===== src/rtl/spi_pkg.sv =====
`default_nettype none
// ============================================================================
// Module   : spi_pkg
// Brief    : Shared constants for the SPI transaction controller: FSM state
//            encoding, default chip-select timing, FIFO sizing helpers.
// Revision : 1.0 - initial release
// ============================================================================
package spi_pkg;

  // Controller FSM state encoding
  localparam logic [2:0] ST_IDLE    = 3'd0;
  localparam logic [2:0] ST_SETUP   = 3'd1;
  localparam logic [2:0] ST_ISSUE   = 3'd2;
  localparam logic [2:0] ST_WAIT    = 3'd3;
  localparam logic [2:0] ST_HOLD    = 3'd4;
  localparam logic [2:0] ST_RECOVER = 3'd5;

  // Default sizing and chip-select timing (in clk cycles)
  localparam int FIFO_DEPTH_DEF = 8;
  localparam int LEN_W_DEF      = 8;
  localparam int CS_SETUP_DEF   = 2;
  localparam int CS_HOLD_DEF    = 2;
  localparam int CS_IDLE_DEF    = 2;

  // Pointer width for a power-of-two FIFO, never narrower than one bit
  function automatic int ptr_w(input int depth);
    return (depth <= 2) ? 1 : $clog2(depth);
  endfunction

  // Largest of three timing constants, used to size the shared down-counter
  function automatic int max3(input int a, input int b, input int c);
    int m;
    m = (a > b) ? a : b;
    return (m > c) ? m : c;
  endfunction

endpackage
`default_nettype wire


===== src/rtl/spi_sync_fifo.sv =====
`default_nettype none
// ============================================================================
// Module   : spi_sync_fifo
// Brief    : Single-clock first-word-fall-through FIFO with full/empty flags.
//            Push and pop may coincide at any occupancy; a push while full
//            is only accepted when a pop frees the slot in the same cycle.
// Revision : 1.0 - initial release
// ============================================================================
module spi_sync_fifo
  import spi_pkg::*;
#(
  parameter int WIDTH = 8,
  parameter int DEPTH = 8
) (
  input  logic             clk,
  input  logic             rst,
  input  logic             i_wr_en,
  input  logic [WIDTH-1:0] i_wr_data,
  input  logic             i_rd_en,
  output logic [WIDTH-1:0] o_rd_data,
  output logic             o_full,
  output logic             o_empty
);

  localparam int          PW      = ptr_w(DEPTH);
  localparam logic [PW:0] c_DEPTH = (PW + 1)'(DEPTH);

  logic [WIDTH-1:0] r_mem [DEPTH];
  logic [PW-1:0]    r_wr_ptr;
  logic [PW-1:0]    r_rd_ptr;
  logic [PW:0]      r_count;
  logic             w_push;
  logic             w_pop;

  assign o_full    = (r_count == c_DEPTH);
  assign o_empty   = (r_count == '0);
  assign o_rd_data = r_mem[r_rd_ptr];
  assign w_pop     = i_rd_en && !o_empty;
  assign w_push    = i_wr_en && (!o_full || w_pop);

  // Storage array; contents need no reset since empty masks stale data
  always_ff @(posedge clk) begin
    if (w_push) begin
      r_mem[r_wr_ptr] <= i_wr_data;
    end
  end

  // Pointer and occupancy bookkeeping
  always_ff @(posedge clk) begin
    if (rst) begin
      r_wr_ptr <= '0;
      r_rd_ptr <= '0;
      r_count  <= '0;
    end else begin
      if (w_push) r_wr_ptr <= r_wr_ptr + PW'(1);
      if (w_pop)  r_rd_ptr <= r_rd_ptr + PW'(1);
      case ({w_push, w_pop})
        2'b10:   r_count <= r_count + (PW + 1)'(1);
        2'b01:   r_count <= r_count - (PW + 1)'(1);
        default: r_count <= r_count;
      endcase
    end
  end

endmodule
`default_nettype wire


===== src/rtl/spi_xfer_ctrl.sv =====
`default_nettype none
// ============================================================================
// Module   : spi_xfer_ctrl
// Brief    : Multi-byte SPI transaction controller. Buffers host TX bytes,
//            sequences chip select and hands one byte at a time to the byte
//            master, optionally capturing received bytes into an RX FIFO.
// Revision : 1.0 - initial release
// ============================================================================
module spi_xfer_ctrl
  import spi_pkg::*;
#(
  parameter int FIFO_DEPTH = FIFO_DEPTH_DEF,
  parameter int LEN_W      = LEN_W_DEF,
  parameter int CS_SETUP   = CS_SETUP_DEF,
  parameter int CS_HOLD    = CS_HOLD_DEF,
  parameter int CS_IDLE    = CS_IDLE_DEF
) (
  input  logic             clk,
  input  logic             rst,
  input  logic             cmd_valid,
  output logic             cmd_ready,
  input  logic [LEN_W-1:0] cmd_len,
  input  logic             cmd_rx_en,
  input  logic             tx_wr_en,
  input  logic [7:0]       tx_wr_data,
  output logic             tx_full,
  output logic             tx_ovf,
  input  logic             rx_rd_en,
  output logic [7:0]       rx_rd_data,
  output logic             rx_empty,
  output logic             busy,
  output logic             xfer_done,
  output logic             cs_n,
  output logic             m_start,
  output logic [7:0]       m_tx_data,
  input  logic [7:0]       m_rx_data,
  input  logic             m_done
);

  localparam int               CNT_MAX  = max3(CS_SETUP, CS_HOLD, CS_IDLE);
  localparam int               CNT_W    = $clog2(CNT_MAX + 1);
  localparam logic [CNT_W-1:0] c_SETUP  = CNT_W'(CS_SETUP);
  // The m_done cycle itself counts as the first hold cycle
  localparam logic [CNT_W-1:0] c_HOLD_R = CNT_W'(CS_HOLD - 1);
  localparam logic [CNT_W-1:0] c_IDLE   = CNT_W'(CS_IDLE);
  localparam logic [CNT_W-1:0] c_ONE    = CNT_W'(1);

  logic [2:0]       r_state;
  logic [CNT_W-1:0] r_cnt;
  logic [LEN_W-1:0] r_rem;
  logic             r_rx_en;
  logic             r_cs_n;
  logic             r_xfer_done;
  logic             r_tx_ovf;

  logic [2:0]       w_state_nxt;
  logic [CNT_W-1:0] w_cnt_nxt;
  logic [LEN_W-1:0] w_rem_nxt;
  logic             w_rx_en_nxt;
  logic             w_xfer_done_nxt;

  logic [7:0]       w_tx_head;
  logic             w_tx_empty;
  logic             w_tx_full;
  logic             w_rx_full;
  logic             w_can_issue;
  logic             w_rx_push;

  spi_sync_fifo #(.WIDTH(8), .DEPTH(FIFO_DEPTH)) u_tx_fifo (
    .clk       (clk),
    .rst       (rst),
    .i_wr_en   (tx_wr_en),
    .i_wr_data (tx_wr_data),
    .i_rd_en   (m_start),
    .o_rd_data (w_tx_head),
    .o_full    (w_tx_full),
    .o_empty   (w_tx_empty)
  );

  spi_sync_fifo #(.WIDTH(8), .DEPTH(FIFO_DEPTH)) u_rx_fifo (
    .clk       (clk),
    .rst       (rst),
    .i_wr_en   (w_rx_push),
    .i_wr_data (m_rx_data),
    .i_rd_en   (rx_rd_en),
    .o_rd_data (rx_rd_data),
    .o_full    (w_rx_full),
    .o_empty   (rx_empty)
  );

  // Only one byte is ever in flight, so RX space checked at issue holds at m_done
  assign w_can_issue = !w_tx_empty && !(r_rx_en && w_rx_full);
  assign w_rx_push   = (r_state == ST_WAIT) && m_done && r_rx_en;

  assign m_start   = (r_state == ST_ISSUE) && w_can_issue;
  assign m_tx_data = m_start ? w_tx_head : 8'h00;
  assign cmd_ready = (r_state == ST_IDLE) && !rst;
  assign busy      = (r_state != ST_IDLE);
  assign cs_n      = r_cs_n;
  assign xfer_done = r_xfer_done;
  assign tx_full   = w_tx_full;
  assign tx_ovf    = r_tx_ovf;

  // Next-state and datapath decode for the transaction sequencer
  always_comb begin
    w_state_nxt     = r_state;
    w_cnt_nxt       = r_cnt;
    w_rem_nxt       = r_rem;
    w_rx_en_nxt     = r_rx_en;
    w_xfer_done_nxt = 1'b0;
    case (r_state)
      ST_IDLE: begin
        if (cmd_valid) begin
          w_rem_nxt   = cmd_len;
          w_rx_en_nxt = cmd_rx_en;
          w_cnt_nxt   = c_SETUP;
          w_state_nxt = ST_SETUP;
        end
      end
      ST_SETUP: begin
        if (r_cnt <= c_ONE) w_state_nxt = ST_ISSUE;
        else                w_cnt_nxt   = r_cnt - c_ONE;
      end
      ST_ISSUE: begin
        if (w_can_issue) w_state_nxt = ST_WAIT;
      end
      ST_WAIT: begin
        if (m_done) begin
          if (r_rem == '0) begin
            if (CS_HOLD <= 1) begin
              w_state_nxt     = ST_RECOVER;
              w_cnt_nxt       = c_IDLE;
              w_xfer_done_nxt = 1'b1;
            end else begin
              w_state_nxt = ST_HOLD;
              w_cnt_nxt   = c_HOLD_R;
            end
          end else begin
            w_rem_nxt   = r_rem - LEN_W'(1);
            w_state_nxt = ST_ISSUE;
          end
        end
      end
      ST_HOLD: begin
        if (r_cnt <= c_ONE) begin
          w_state_nxt     = ST_RECOVER;
          w_cnt_nxt       = c_IDLE;
          w_xfer_done_nxt = 1'b1;
        end else begin
          w_cnt_nxt = r_cnt - c_ONE;
        end
      end
      ST_RECOVER: begin
        if (r_cnt <= c_ONE) w_state_nxt = ST_IDLE;
        else                w_cnt_nxt   = r_cnt - c_ONE;
      end
      default: w_state_nxt = ST_IDLE;
    endcase
  end

  // Sequencer registers; cs_n is registered from the next state to stay glitch-free
  always_ff @(posedge clk) begin
    if (rst) begin
      r_state     <= ST_IDLE;
      r_cnt       <= '0;
      r_rem       <= '0;
      r_rx_en     <= 1'b0;
      r_cs_n      <= 1'b1;
      r_xfer_done <= 1'b0;
    end else begin
      r_state     <= w_state_nxt;
      r_cnt       <= w_cnt_nxt;
      r_rem       <= w_rem_nxt;
      r_rx_en     <= w_rx_en_nxt;
      r_cs_n      <= (w_state_nxt == ST_IDLE) || (w_state_nxt == ST_RECOVER);
      r_xfer_done <= w_xfer_done_nxt;
    end
  end

  // Sticky overflow flag: a TX write dropped because no slot was free
  always_ff @(posedge clk) begin
    if (rst) begin
      r_tx_ovf <= 1'b0;
    end else if (tx_wr_en && w_tx_full && !m_start) begin
      r_tx_ovf <= 1'b1;
    end
  end

endmodule
`default_nettype wire


===== config.mk =====
export PLATFORM = sky130hd
export DESIGN_NAME = spi_xfer_ctrl
export DESIGN_NICKNAME = d
export VERILOG_FILES = /design/src/rtl/spi_pkg.sv /design/src/rtl/spi_sync_fifo.sv /design/src/rtl/spi_xfer_ctrl.sv
export SDC_FILE = /design/constraint.sdc
export NUM_CORES = 1
export LEC_CHECK = 0
export CAP_MARGIN = 20
export CELL_PAD_IN_SITES_DETAIL_PLACEMENT = 0
export CELL_PAD_IN_SITES_GLOBAL_PLACEMENT = 2
export CORE_ASPECT_RATIO = 1.1
export CORE_UTILIZATION = 35
export CTS_BUF_LIST = sky130_fd_sc_hd__clkbuf_16
export DETAILED_ROUTE_END_ITERATION = 6
export DONT_BUFFER_PORTS = 1
export PLACE_DENSITY_LB_ADDON = 0.1
export SLEW_MARGIN = 20
export SYNTH_ARGS = -nofsm -noshare
export SYNTH_HDL_FRONTEND = slang
export SYNTH_SLANG_ARGS = --single-unit

===== constraint.sdc =====
create_clock -name clk -period 3 [get_ports clk]
set_input_delay 0.9 -clock clk [delete_from_list [all_inputs] [get_ports clk]]
set_output_delay 0.9 -clock clk [all_outputs]
set_load 0.01 [all_outputs]

# After elaboration in Yosys (flattened, before gate mapping)
# Memory sizes are Yosys's and may differ from the RTL's. A register that Yosys moved wholly into a read port is not among the register bits.
# Index checks and enable logic that the tools add are counted.
# classes
n_eq_ne	17
mux	30
n_addsub	10
bitwise_logic	1
n_lt_le_gt_ge	1
n_reduce_logical	37
# ops
cell	count
$mux 3	11
$mux 8	4
$pmux 3 s6	1
$pmux 4 s2	2
$pmux 8 s2	1
$add 3x1->3 const B	4
$logic_and 1x1->1	12
$mux 2	5
$eq 3x3->1 const B	3
$add 4x1->4 const B	2
$eq 4x4->1 const B	2
$logic_not 4->1	2
$logic_not 8->1	1
$ne 2x2->1 const B	4
$pmux 2 s4	1
$sub 4x1->4 const B	2
$sub 8x1->8 const B	1
$logic_not 1->1	7
$eq 3x2->1 const B	2
$logic_not 3->1	2
$reduce_bool 2->1	3
$mux 1	5
$reduce_and 5->1	1
$eq 2x1->1 const B	2
other kinds (12)	16
# word_totals
output_inout_bits	24
reg_bits	37
ram_bits	128
wordCells	111
input_bits	31
n_memories	2
# mem_list
name	words	word_bits	rd	rd_ports_with_merged_regs	write_ports	line_no	text
u_rx_fifo.r_mem	8	8	1	1	1	spi_sync_fifo.sv:28	logic [WIDTH-1:0] r_mem [DEPTH];
u_tx_fifo.r_mem	8	8	1	1	1	spi_sync_fifo.sv:28	

# Longest topological paths before layout
# logic_depth
word_depth	10
ltp_mapped	11
depth_no_buf	10

# By module
# Synthesis repeated with hierarchy kept, for this count alone.
# unflattened
cells_unflattened	499
hier_area_um2	7537.2
# modules_own_cells
module	cells_per_inst	n_inst	area_each_um2	seq_area_each_um2
spi_sync_fifo	176	2	3203.1	2182.1
spi_xfer_ctrl	147	1	1131.1	340.3

# Least setup slack after synthesis
# No wires, ideal clock.
# synth_timing
path_type	input -> register
start	input port rx_rd_en
end	register u_rx_fifo.r_count[3]
t_arrival_ns	2.604
setup_ns	0.070
required_ns	2.930
stages	9
n_path_buf	0
slack_ns	0.326
cell_sequence	o2111a_1 > inv_2 > ha_1 > ha_1 > a21o_2 > a21oi_1 > xnor2_1 > or3_1 > a21oi_1
# synth_between
elab_chain_cells	5
word_cells_on_any_way	7
classes_between	eq/ne (2); mux (1); reduce/logical (4)
# synth_rtl
element	line_no	text
start, declared	spi_xfer_ctrl.sv:28	input logic rx_rd_en,
$logic_and 1x1->1 (*)	spi_sync_fifo.sv:38	assign w_pop = i_rd_en && !o_empty;
$logic_or 1x1->1	spi_sync_fifo.sv:39	assign w_push = i_wr_en && (!o_full || w_pop);
$logic_and 1x1->1	spi_sync_fifo.sv:39	
$eq 2x1->1 / $eq 2x2->1 (equally long branches)	spi_sync_fifo.sv:57	case ({w_push, w_pop})
$pmux 4 s2 / $reduce_bool 2->1 (equally long branches)	n/a	
end signal, assigned	spi_sync_fifo.sv:58	2'b10: r_count <= r_count + (PW + 1)'(1);
end signal, assigned	spi_sync_fifo.sv:59	2'b01: r_count <= r_count - (PW + 1)'(1);
end signal, assigned	spi_sync_fifo.sv:60	default: r_count <= r_count;
end, declared	spi_sync_fifo.sv:31	logic [PW:0] r_count;
# Every way passes the cells marked *; elsewhere a longest branch is shown, timed or not.
# A chain may end at the register's enable or synchronous reset.

# Worst setup path in the final report
# layout_timing
start	register u_rx_fifo.r_count[0]
end	output port m_tx_data[7]
# layout_between
elab_chain_cells	6
# layout_rtl
element	line_no	text
$eq 4x4->1	spi_sync_fifo.sv:35	assign o_full = (r_count == c_DEPTH);
$logic_and 1x1->1	spi_xfer_ctrl.sv:92	assign w_can_issue = !w_tx_empty && !(r_rx_en && w_rx_full);
$logic_not 1->1	spi_xfer_ctrl.sv:92	
$logic_and 1x1->1	spi_xfer_ctrl.sv:92	
$logic_and 1x1->1	spi_xfer_ctrl.sv:95	assign m_start = (r_state == ST_ISSUE) && w_can_issue;
$mux 8	spi_xfer_ctrl.sv:96	assign m_tx_data = m_start ? w_tx_head : 8'h00;
end, declared	spi_xfer_ctrl.sv:35	output logic [7:0] m_tx_data,
# No other way between the ends.

==> qor.txt <==
die area = 21000 um2
grt ovf = 0
Clock Sinks = 171
hold_buf cts = 0
hold path cells = 2
Worst Path Class, Setup = flop to output pin
Async S/R FF share, synth = 0%
YS warnings = 0
Worst-path clk slew = 0.07 ns
Simple-Gate Fraction of Synth Area = 8.51%
worst r2r path cells = 10
Post-Syn Area = 7160 um2
# IOs = 55
Synth Instances = 478
Seq pwr share = 48.4%
fin nets = 550
core box area = 19900 um2
final RePlAce weighted congestion = 0.679
largest family of logic cells by synthesized area = multiplexers
Cells after DPL = 737
Initial Utilization = 35.9%
Compound-Gate Fraction of Synth Area = 6.19%
Fin Setup TNS = 0 ns
ys flop type = edfxtp_1
max_cap viols = 0
worst hold path type = flop to flop
DRT iter0 DRCs = 181
crit-path cells = or4b_4 > o211ai_2 > buf_4 > nor2_1
Post-synth EDFFs = 128
Int Power = 4230 uW
DRT Wirelength = 14300 um
CP endpoint kind = output pin
post-synthesis mux area share = 13.0%
Max clock buf depth = 2
Via density = 5.10
failing checks = DRC
final period utilization = 94.8%
power density over the cells = 679 nW/um2
Worst-Skew Late Latency = 0.42 ns
unrepaired setup endpoints after global routing = no
non-filler cells in the finished layout = 768
Die Height = 152 um
routed vias = 3918
Max Fclk = 352 MHz
Final ANT Viol Nets = 0
share of cells above drive strength 1 = 22.1%
All-Layer GR Usage = 14.4%
initial antenna violation count = 0
total power = 5590 uW
Final Hold Vio Count = 0
dpl hpwl = 9270 um
Worst EP arrival = 1.94 ns
Syn Nets = 524
Yosys cell types = 56
first drt pass iteration count = 7
Worst Clk Skew = 0.00837 ns
H-Tree Depth = 4
Crit Path Max Fanout = 12
PortBufs = 0
Num CTS Buffers = 17
Post-CTS Setup Bufs = 0
Final Slew Violations = 0
Slowest-stage cell, CP = or4b_4
min Tclk post-route = 2.84 ns
combinational share of power = 11.0%
Worst Max-Slew Pin Slew = 0.634 ns
endpoints failing setup = 0
num rows = 54
fin util = 41.3%
status = finished with violations
CP startpoint kind = flop
Layout area overhead = 15.0%
Post-Synth Adder-Cell Area = 2.73%
TritonCTS clock tree = built
Ant. Diodes = 0
post-synthesis area per instance = 15.0 um2
Seq/Total Area, Yosys = 65.7%
vias in the first global route = 4117
Max VDD drop = 0.437 mV
Req. time, crit path = 2.10 ns
maximum number of pins on one net before global-route repair = 41
routed length per instance = 18.7 um
clock network power share = 40.6%
Switch Pwr = 1360 uW
crit-path max cell delay = 0.58 ns
die width = 138 um
cts repair resizes = 0
xor and xnor fraction of the mapped netlist area = 1.71%
drt drc = 10
Seq cells post-synth = 171
Leakage = 0.00275 uW
Worst slew margin = 57.7%
Root Buffer = clkbuf_16
first-pass GRT wire length = 22900 um
Switching Share = 24.3%
## cells in the final DEF (no fill, tap or decap), drive strengths merged, types with 8 or more instances in the layout
cell,n
a21oi,29
buf,29
clkbuf,17
dfxtp,43
edfxtp,128
ha,14
inv,23
mux2,8
mux2i,12
mux4,32
nand2,24
nand2b,10
nor2,41
nor3,15
o21ai,13
xor2,9
## synth_stat cells (4+ instances only)
master / instances / share of area [%]
xnor2_1: 5 / 0.61
nand2b_1: 10 / 0.87
inv_1: 15 / 0.79
nor2_1: 41 / 2.1
a21oi_1: 29 / 2.0
edfxtp_1: 128 / 54
buf_2: 9 / 0.63
nor3_1: 14 / 0.98
nand2_1: 24 / 1.3
mux2i_1: 12 / 1.7
mux2_2: 8 / 1.3
ha_1: 14 / 2.4
o21ai_0: 11 / 0.77
or3_1: 4 / 0.35
a31oi_1: 4 / 0.35
dfxtp_1: 43 / 12
mux4_2: 32 / 10
xor2_1: 9 / 1.1
clkbuf_1: 10 / 0.52
## power groups by stage
stage / sequential [uW] / combinational [uW] / clock (uW)
final: 2710 / 614 / 2270
after global placement: 2760 / 624 / 0
after detailed placement: 2760 / 623 / 0
after global routing: 2720 / 695 / 2430
after CTS: 2710 / 625 / 2330
after floorplan: 2740 / 491 / 0
## metal layers
| metal | wire length (um) | share of wire, % | GRT usage, % |
|---|---|---|---|
| met4 | 177 | 1.2 | 4.65 |
| met5 | 0 | 0 | 0 |
| met2 | 6840 | 48 | 23.3 |
| met1 | 6640 | 46 | 18.8 |
| met3 | 680 | 4.7 | 4.07 |
## path summary, 6_finish.rpt
path | startpoint | to | slack [ns]
max | u_rx_fifo.r_count[0] | m_tx_data[7] | 0.16
min | u_tx_fifo.r_rd_ptr[1] | u_tx_fifo.r_rd_ptr[1] | 0.48
max reg2reg | u_rx_fifo.r_count[0] | u_rx_fifo.r_count[3] | 0.25
min reg2reg | u_tx_fifo.r_rd_ptr[1] | u_tx_fifo.r_rd_ptr[1] | 0.48
## logic make-up (layout without fill, tap and decap cells)
group           after synthesis  after routing
flops                       171            171
xor+xnor                     14             14
simple gates                120            120
buf+inv                      38             76
fa+ha+maj                    15             15
compound gates               68             68
mux                          52             52
## critical path, delay by kind of cell, from the launching register on
family                 cells  cell delay, ns
AOI/OAI and AO/OA          1            0.18
buffers and inverters      1            0.27
DFF                        1            0.36
and+or+nand+nor            2            0.71
## layout make-up
class                      instances  area [um2]
tap                              252         315
multi-input combinational        269        2310
clock buffer                      17         425
fill                            1844       11700
sequential                       171        4700
clock inverter                    14         181
timing repair buffer              29         230
inverter                          16        60.1
## through the flow
step	area, um2	hold WS (ns)	setup slack, ns
CTS	8230	0.480	0.105
global route	8230	0.505	0.0525
global placement	7620	0.460	0.304
floorplan	7160	0.450	0.326
detailed placement	7620	0.471	0.257
finish	8230	0.475	0.157
## sequential cells by signal, indices dropped and copies added (netlist names), 3 cells and up, named ones only
signal              flops
r_state                 3
r_rem                   8
u_rx_fifo.r_mem        64
u_rx_fifo.r_count       4
u_rx_fifo.r_rd_ptr      3
u_tx_fifo.r_wr_ptr      3
u_rx_fifo.r_wr_ptr      3
u_tx_fifo.r_count       4
u_tx_fifo.r_rd_ptr      3
u_tx_fifo.r_mem        64
Power figures use the tool's default switching activity.
